**src/rtl/imm_gen_pipelined.sv**
```systemverilog
// Registered RV32I/RV64I immediate and PC-relative target decoder with an output queue.
// Latency: 1 cycle from accept to the queue head; the queue has no input-to-output combinational path.
// Backpressure: inReady drops while DEPTH entries are held; a pop while full does not free a slot that cycle.

module imm_gen_fifo #(
    parameter int W     = 8,
    parameter int DEPTH = 2
) (
    input  logic         clock,
    input  logic         reset,
    input  logic         push,
    input  logic [W-1:0] push_dat,
    input  logic         pop,
    output logic [W-1:0] head_dat,
    output logic         empty,
    output logic         full
);
    localparam int PW = $clog2(DEPTH);
    localparam int CW = $clog2(DEPTH + 1);

    logic [W-1:0]  mem [DEPTH];
    logic [PW-1:0] rd_ptr;
    logic [PW-1:0] wr_ptr;
    logic [CW-1:0] count;
    logic          push_ok;
    logic          pop_ok;

    function automatic logic [PW-1:0] ptr_next(input logic [PW-1:0] p);
        return (p == PW'(DEPTH - 1)) ? '0 : p + PW'(1);
    endfunction

    assign empty    = (count == '0);
    assign full     = (count == CW'(DEPTH));
    assign push_ok  = push && !full;
    assign pop_ok   = pop && !empty;
    // An empty queue presents all-zero data rather than a stale slot.
    assign head_dat = empty ? '0 : mem[rd_ptr];

    always_ff @(posedge clock or negedge reset) begin
        if (!reset) begin
            rd_ptr <= '0;
            wr_ptr <= '0;
            count  <= '0;
            for (int i = 0; i < DEPTH; i++) begin
                mem[i] <= '0;
            end
        end else begin
            if (push_ok) begin
                mem[wr_ptr] <= push_dat;
                wr_ptr      <= ptr_next(wr_ptr);
            end
            if (pop_ok) begin
                rd_ptr <= ptr_next(rd_ptr);
            end
            case ({push_ok, pop_ok})
                2'b10:   count <= count + CW'(1);
                2'b01:   count <= count - CW'(1);
                default: count <= count;
            endcase
        end
    end
endmodule

module imm_gen_pipelined #(
    parameter int XLEN  = 32,
    parameter int DEPTH = 2,
    parameter int CNT_W = 16
) (
    input  logic             clock,
    input  logic             reset,
    input  logic             inValid,
    output logic             inReady,
    input  logic [31:0]      instruction,
    input  logic [XLEN-1:0]  inPc,
    output logic             outValid,
    input  logic             outReady,
    output logic [XLEN-1:0]  outImmediate,
    output logic [XLEN-1:0]  outTarget,
    output logic [2:0]       outFormat,
    output logic             outIllegal,
    output logic [CNT_W-1:0] illegalCount
);
    localparam logic [2:0] FMT_NONE = 3'd0;
    localparam logic [2:0] FMT_I    = 3'd1;
    localparam logic [2:0] FMT_S    = 3'd2;
    localparam logic [2:0] FMT_B    = 3'd3;
    localparam logic [2:0] FMT_U    = 3'd4;
    localparam logic [2:0] FMT_J    = 3'd5;

    typedef struct packed {
        logic [XLEN-1:0] imm;
        logic [XLEN-1:0] target;
        logic [2:0]      fmt;
        logic            illegal;
    } entry_t;

    logic [6:0]      opcode;
    logic [2:0]      funct3;
    logic            is_shift;
    logic [XLEN-1:0] imm_i;
    logic [XLEN-1:0] shamt_full;
    logic [XLEN-1:0] shamt_w;
    logic [XLEN-1:0] dec_imm;
    logic [2:0]      dec_fmt;
    logic            dec_illegal;
    logic            use_target;
    entry_t          dec_entry;
    entry_t          head_entry;
    logic            q_empty;
    logic            q_full;
    logic            push;
    logic            pop;

    assign opcode     = instruction[6:0];
    assign funct3     = instruction[14:12];
    assign is_shift   = (funct3[1:0] == 2'b01);
    assign imm_i      = XLEN'($signed(instruction[31:20]));
    assign shamt_full = (XLEN == 64) ? XLEN'(instruction[25:20]) : XLEN'(instruction[24:20]);
    assign shamt_w    = XLEN'(instruction[24:20]);

    always_comb begin
        dec_imm     = '0;
        dec_fmt     = FMT_NONE;
        dec_illegal = 1'b0;
        use_target  = 1'b0;
        case (opcode)
            7'b0000011, 7'b1100111, 7'b0001111, 7'b1110011: begin
                dec_fmt = FMT_I;
                dec_imm = imm_i;
            end
            7'b0010011: begin
                dec_fmt = FMT_I;
                dec_imm = is_shift ? shamt_full : imm_i;
            end
            7'b0011011: begin
                // Word-sized OP-IMM only exists on RV64.
                if (XLEN == 64) begin
                    dec_fmt = FMT_I;
                    dec_imm = is_shift ? shamt_w : imm_i;
                end else begin
                    dec_illegal = 1'b1;
                end
            end
            7'b0100011: begin
                dec_fmt = FMT_S;
                dec_imm = XLEN'($signed({instruction[31:25], instruction[11:7]}));
            end
            7'b1100011: begin
                dec_fmt    = FMT_B;
                dec_imm    = XLEN'($signed({instruction[31], instruction[7], instruction[30:25],
                                            instruction[11:8], 1'b0}));
                use_target = 1'b1;
            end
            7'b0110111, 7'b0010111: begin
                dec_fmt    = FMT_U;
                dec_imm    = XLEN'($signed({instruction[31:12], 12'b0}));
                use_target = opcode[4] && !opcode[5];
            end
            7'b1101111: begin
                dec_fmt    = FMT_J;
                dec_imm    = XLEN'($signed({instruction[31], instruction[19:12], instruction[20],
                                            instruction[30:21], 1'b0}));
                use_target = 1'b1;
            end
            default: dec_illegal = 1'b1;
        endcase
    end

    always_comb begin
        dec_entry         = '0;
        dec_entry.imm     = dec_imm;
        dec_entry.target  = use_target ? (inPc + dec_imm) : '0;
        dec_entry.fmt     = dec_fmt;
        dec_entry.illegal = dec_illegal;
    end

    assign inReady = !q_full;
    assign push    = inValid && inReady;
    assign pop     = outValid && outReady;

    imm_gen_fifo #(
        .W     ($bits(entry_t)),
        .DEPTH (DEPTH)
    ) u_queue (
        .clock    (clock),
        .reset    (reset),
        .push     (push),
        .push_dat (dec_entry),
        .pop      (pop),
        .head_dat (head_entry),
        .empty    (q_empty),
        .full     (q_full)
    );

    assign outValid     = !q_empty;
    assign outImmediate = head_entry.imm;
    assign outTarget    = head_entry.target;
    assign outFormat    = head_entry.fmt;
    assign outIllegal   = head_entry.illegal;

    always_ff @(posedge clock or negedge reset) begin
        if (!reset) begin
            illegalCount <= '0;
        end else if (push && dec_illegal && (illegalCount != '1)) begin
            illegalCount <= illegalCount + CNT_W'(1);
        end
    end
endmodule

```
**config.mk**
```make
export PLATFORM = sky130hd
export DESIGN_NAME = imm_gen_pipelined
export DESIGN_NICKNAME = d
export VERILOG_FILES = /design/src/rtl/imm_gen_pipelined.sv
export SDC_FILE = /design/constraint.sdc
export NUM_CORES = 1
export LEC_CHECK = 0
export CAP_MARGIN = 15
export CORE_MARGIN = 3
export CORE_UTILIZATION = 54
export CTS_CLUSTER_DIAMETER = 60
export DETAILED_ROUTE_END_ITERATION = 8
export GPL_ROUTABILITY_DRIVEN = 1
export PLACE_DENSITY = 0.8
export SLEW_MARGIN = 20
export SYNTH_ARGS = -nofsm -noshare
export SYNTH_HDL_FRONTEND = slang
export SYNTH_SLANG_ARGS = --single-unit
```
**constraint.sdc**
```tcl
create_clock -name clock -period 3.2 [get_ports clock]
set_clock_uncertainty 0.1 [all_clocks]
set_input_delay 0.32 -clock clock [delete_from_list [all_inputs] [get_ports clock]]
set_output_delay 0.32 -clock clock [all_outputs]
set_load 0.02 [all_outputs]
```
==> results of run 1 <==
-- metrics by stage --
| step | hold slack, ns | util (%) | setup TNS [ns] | power (mW) |
|---|---|---|---|---|
| finish | 0.379 | 84.7 | -7.11 | 7.12 |
| global route | 0.401 | 84.7 | -9.50 | 7.36 |
| CTS | 0.377 | 80.6 | -0.00238 | 6.91 |
| detailed placement | 0.366 | 73.6 | -45.71 | 4.86 |
| global placement | 0.358 | 73.6 | -40.98 | 4.81 |
| floorplan | -0.0756 | - | -3.30 | 3.89 |
-- power by group through the flow --
stage          Combinational [mW]  Sequential (mW)  Clock [mW]
2_1_floorplan                1.48             2.40           0
3_3_place_gp                 2.41             2.40           0
3_5_place_dp                 2.45             2.41           0
4_1_cts                      2.53             2.38        2.00
5_1_grt                      2.85             2.42        2.09
6_report                     2.72             2.40        2.01
-- critical path: cells and delay by family --
| family | cells | cell delay (ns) |
|---|---|---|
| fa+ha+maj | 1 | 0.34 |
| simple gates | 1 | 0.11 |
| buf+inv | 6 | 0.77 |
| compound gates | 10 | 2.24 |
-- sequential cells by signal (all words and copies together) (netlist names) --
register,flops
u_queue.mem,136
illegalCount,16
u_queue.count,2
u_queue.rd_ptr,1
u_queue.wr_ptr,1
-- cells in the mapped netlist, drive strengths merged (4+ instances only) --
master	number
nand2	167
dfrtp	156
o21ai	108
nor2	91
mux2i	68
a21oi	57
clkbuf	54
inv	40
xnor2	35
ha	33
o31ai	28
a22o	21
buf	16
nand3	14
nand4	14
xor2	12
and3	10
and2	9
o21bai	9
a21o	7
a211oi	6
nor3	6
mux2	5
a22oi	4
nor2b	4
o211ai	4
-- worst paths after layout --
| check | from | slack (ns) | to |
|---|---|---|---|
| worst max-delay path | instruction[6] | -0.38 | u_queue.mem[29]$_DFFE_PN0P_ |
| worst min-delay path | u_queue.mem[77]$_DFFE_PN0P_ | 0.38 | u_queue.mem[77]$_DFFE_PN0P_ |
| worst max register to register | illegalCount[2]$_DFFE_PN0P_ | 0.69 | illegalCount[1]$_DFFE_PN0P_ |
| worst min register to register | u_queue.mem[77]$_DFFE_PN0P_ | 0.38 | u_queue.mem[77]$_DFFE_PN0P_ |
| max in group asynchronous | reset | 1.75 | u_queue.mem[60]$_DFFE_PN0P_ |
| min in group asynchronous | reset | 0.48 | u_queue.mem[94]$_DFFE_PN0P_ |
-- what timing repair did --
action,in CTS,in global routing
setup buffers,17,19
gates resized for setup,125,127
setup endpoints to repair,52,46
cloned,1,0
hold buffers,1,0
endpoints found under the hold margin,107,0
pin swaps,47,65
-- logic make-up after synthesis --
logic type | after synthesis
DFF | 156
muxes | 73
buffers and inverters | 110
AOI/OAI and AO/OA | 274
and+or+nand+nor | 334
adders and majority gates | 34
xor gates and xnor gates | 47
-- routing by layer --
metal	GRT usage, %	vias to the layer above
li1	-	4219
met1	43.4	4735
met2	53.9	648
met3	7.36	215
met4	13.6	0
met5	0	-
-- layout make-up --
cell class / instances / area share [%]
clock buffer: 19 / 3.15
clock inverter: 13 / 0.944
multi-input combinational: 762 / 42.5
timing repair buffer: 356 / 22.6
inverter: 40 / 1.09
sequential: 156 / 27.8
tap: 220 / 1.96
==> impl_metrics.toml, run 1 <==
[status]
status = "complete, but fails checks"
failed_checks = "negative setup slack"

[drt]
drt-met1-wl_um = 13500
wl_met2_um = 16700
drc_errors = 0
met3WireLength_um = 2990
vias = 9817
drtPass1Iterations = 6
vias_per_cell = 6.27
wl_um = 35600
maxUsedRoutingLayer = "met4"
drt_iter0_drc = 1335
post_drt_wl_per_cell_um = 22.7
ant_nets = 0

[final_layout]
regArea_um2 = 3910
layout_common_cells = "buf_4 (184), nand2_1 (156), dfrtp_1 (155)"
final_common_cell = "buf_4"
syn2layout_area_growth_pct = 53.1
finalNonFillerCells = 1566
finalNetCount = 1435
multi_input_comb_area_um2 = 5970
fill_cells = 833
n_antenna_cell = 0
design_area_um2 = 14000
drive_gt1_share_pct = 31.8

[power_and_ir_drop]
peakVddDrop_uv = 641
p_sw_mw = 2.73
powerDensity_nw_per_um2 = 507
intPower_mw = 4.39
p_leak_nw = 6.46
pwr-share-comb_pct = 38.2
power_frac_seq_pct = 33.6
clock_power_share_pct = 28.2
switching_share_pct = 38.4

[grt]
grt_pass1_vias = 9064
antenna_found_initial = 0
grt_first_pass_wirelength_um = 47700
grt_overflow = 0
track_usage_pct = 33.3
grt_max_degree = 114

[setup_path]
cp-end-kind = "flop"
worstPathCellList = "buf_2 > buf_6 > nand2_1 > inv_1 > o21ai_2 > a21oi_4 > a22oi_2 > buf_4 > inv_1 > ha_1 > o211ai_1 > o21bai_4 > a41o_1 > o211ai_2 > buf_4 > a211oi_4 > o21a_1 > o41ai_2"
crit_fanout = 5
slowest_stage = "o41ai_2"
ff2ff_path_depth = 6
cp_data_required_time_ns = 3.41
cp_slowest_stage_delay_ns = 0.39
path_class = "in2reg"
critPathLaunchType = "input port"
critPathArrivalTime_ns = 3.80

[sta]
slew_violations = 0
max_freq_mhz = 279
slew_headroom_pct = 40.8
worstMarginPinSlew_ns = 0.888
rsz0062_at_grt = "yes"
setup_viol = 44
fin_crit_sh_pct = 112
final_hold_viol_count = 0
layout_min_cycle_time_ns = 3.58
finalWorstSetupSlack_ns = -0.383

[synthesis]
yosys-top-cells-area = "dfrtp_1 (43%), mux2i_1 (7.4%), nand2_1 (6.8%)"
syn_nets = 1130
synth_xor_area_share_pct = 4.48
synthAdderAreaFrac_pct = 4.72
synth_ff_type = "dfrtp_1"
ys_seq_area_share_pct = 42.5
ys_seq_elements = 156
syn_area_um2 = 9180
syn_avg_cell_area_um2 = 8.93
yosysTopAreaCell = "dfrtp_1"
synthCells = 1028
yosys.area_share.simple_pct = 15.7
synth_top_area_share_pct = 42.5
yosys_warnings = 0
synth_mux_area_share_pct = 8.03
async_flop_share_pct = 100
synth_edf_count = 0
synth_top_family_by_area = "compound AO/OA/AOI/OAI gates"
synth_compound_area_share_pct = 19.7
synth_cell_types = 67

[run]
max_cap_violations = 0

[placed_design]
placed_cells = 1501
io_buffers = 153
dpl_cell_area_um2 = 12200
dp_slack_ns = -1.04
gp_congestion = 1.01
hpwl_um = 20600

[cts]
cts_root_buf = "clkbuf_16"
cts.clk_slew.worst_paths_ns = 0.07
numCtsBuffers = 17
htree_levels = 4
cts_tree = "done"
clk_latency_ns = 0.44
clock_path_buffers = 2
clock_sinks = 156

[floorplan]
die_width_um = 136
die_h_um = 136
fp.coreArea_um2 = 16600
die_area_um2 = 18600
initial_utilization_pct = 55.3
io_pins = 154
num_rows = 47

[worst_hold_path]
hp-class = "reg2reg"
holdPathStages = 2
Note: power is estimated with default switching activity, not from simulation.
==> inputs of run 2 (changes only) <==
CTS_CLUSTER_SIZE = 8   (was unset)
==> results of run 2 <==
The final DEF is identical to that of run 1; final timing and power are the same.
==> inputs of run 3 (changes only) <==
SETUP_SLACK_MARGIN = 0.4   (was unset)
==> impl_metrics.toml, run 3 (synthesis gave the netlist of run 1 again) <==
[cts]
cts_tree = "done"
cts.clk_slew.worst_paths_ns = 0.07
clock_sinks = 156
cts_root_buf = "clkbuf_16"
htree_levels = 4
clk_latency_ns = 0.45
numCtsBuffers = 17
clock_path_buffers = 2

[grt]
grt.met2_usage_pct = 61.7
grt_max_degree = 89
grt-busiest-layer = "met2"
antenna_found_initial = 1
grt_overflow = 0
grt_first_pass_wirelength_um = 53400
track_usage_pct = 37.2
grt_use_met1_pct = 46.5
met3_usage_pct = 7.07
grt_pass1_vias = 10000

[setup_path]
cp-end-kind = "flop"
critPathArrivalTime_ns = 4.04
cp_slowest_stage_delay_ns = 0.46
cp_data_required_time_ns = 3.44
critPathLaunchType = "input port"
crit_fanout = 8
worstPathCellList = "buf_8 > buf_6 > nand4b_1 > a31oi_4 > a221oi_4 > o211ai_4 > and2_4 > buf_4 > a21oi_2 > inv_2 > ha_4 > nand2_1 > buf_4 > nor2_1 > a21oi_2 > a31oi_4 > a21boi_2 > xnor2_2 > a22o_1"
path_class = "in2reg"
slowest_stage = "nor2_1"

[drt]
post_drt_wl_per_cell_um = 26.1
vias = 10800
vias_per_cell = 6.68
drt_iter0_drc = 1586
wl_um = 42200
drc_errors = 4
ant_nets = 0
drtPass1Iterations = 9

[floorplan]
initial_utilization_pct = 55.3
num_rows = 47
die_area_um2 = 18600
fp.coreArea_um2 = 16600
die_h_um = 136
io_pins = 154
die_width_um = 136

[sta]
final_hold_viol_count = 0
rsz0062_at_grt = "yes"
slew_violations = 0
slew_headroom_pct = 47.3
max_freq_mhz = 263
finalWorstSetupSlack_ns = -0.602
setup_tns_ns = -10.31
setup_viol = 47
worstMarginPinSlew_ns = 0.791
fin_crit_sh_pct = 119
layout_min_cycle_time_ns = 3.80
hold_slack_ns = 0.381

[final_layout]
largestRegisters = "u_queue.mem (136), illegalCount (16), u_queue.count (2)"
n_antenna_cell = 0
fill_cells = 664
final_common_cell = "buf_4"
largest_reg_flops = 136
finalNetCount = 1485
regArea_um2 = 3910
regMostFlops = "u_queue.mem"
drive_gt1_share_pct = 36.3
syn2layout_area_growth_pct = 62.2
layout_common_cells = "buf_4 (202), nand2_1 (155), dfrtp_1 (155)"
multi_input_comb_area_um2 = 6220

[status]
status = "complete, but fails checks"
failed_checks = "design-rule violations, negative setup slack"

[placed_design]
io_buffers = 153
dp_slack_ns = -1.10
hpwl_um = 20800
gp_congestion = 0.983

[power_and_ir_drop]
peakVddDrop_uv = 595
p_leak_nw = 6.82
finalPower_mw = 7.61
powerDensity_nw_per_um2 = 511

[worst_hold_path]
hp-class = "reg2reg"

[run]
max_cap_violations = 0
## run 3: cell count changes in the layout (fill, tap and decap cells not counted), sizes merged, moves of 3 or more
cell | before | now
clkbuf | 20 | 17
clkinv | 6 | 3
inv | 45 | 50
buf | 207 | 258
## run 3: per-layer routing
layer | part of all wire [%] | up-vias
li1 | - | 4312
met1 | 35 | 5134
met2 | 45 | 984
met3 | 11 | 361
met4 | 9.2 | 2
met5 | 0.031 | -
## run 3: final cells by class
class	count	share of cell area, %
Multi-Input combinational cell	762	41.8
Timing Repair Buffer	406	24.9
Sequential cell	156	26.2
Clock buffer	17	2.86
Clock inverter	15	1.32
Tap cell	220	1.85
Inverter	40	1.06
## run 3: worst paths after layout
check | from | end | slack, ns | cells after the start
max | instruction[6] | u_queue.mem[98]$_DFFE_PN0P_ | -0.60 | 19
min reg2reg | u_queue.mem[70]$_DFFE_PN0P_ | u_queue.mem[70]$_DFFE_PN0P_ | 0.38 | 2
max reg2reg | u_queue.count[0]$_DFFE_PN0P_ | u_queue.mem[105]$_DFFE_PN0P_ | 0.55 | 6
max in group asynchronous | reset | u_queue.mem[44]$_DFFE_PN0P_ | 1.79 | 3
min in group asynchronous | reset | u_queue.mem[83]$_DFFE_PN0P_ | 0.39 | 2
min | u_queue.mem[70]$_DFFE_PN0P_ | u_queue.mem[70]$_DFFE_PN0P_ | 0.38 | 2
## run 3: where the power goes
part | leakage (nW) | internal (mW) | total [mW] | switching (mW)
logic | 4.37 | 1.19 | 2.98 | 1.79
clock network | 0.307 | 1.20 | 2.21 | 1.01
registers | 2.14 | 2.20 | 2.42 | 0.213
total | 6.82 | 4.59 | 7.61 | 3.01
## run 3: stage by stage
stage               std cells  utilization, %  cell area (µm²)
global route             1616            89.8            14900
global placement         1508            74.1            12300
CTS                      1594            85.2            14100
finish                   1616            89.8            14900
detailed placement       1508            74.1            12300
floorplan                1028               -             9460
## run 3: worst max-delay path, delay by kind of cell
family / cells / cell delay, ns
AOI/OAI and AO/OA: 8 / 1.66
and+or+nand+nor: 4 / 0.90
buffers and inverters: 5 / 0.64
adders and majority gates: 1 / 0.31
xor gates and xnor gates: 1 / 0.19
## run 3: timing repair
| action | 4_1_cts | 5_1_grt |
|---|---|---|
| setup buffers | 52 | 22 |
| gates cloned | 1 | 0 |
| setup endpoints to repair | 59 | 54 |
| pin swaps | 99 | 74 |
| hold endpoints to repair | 75 | 0 |
| hold buffers | 1 | 0 |
| resized for setup | 201 | 120 |
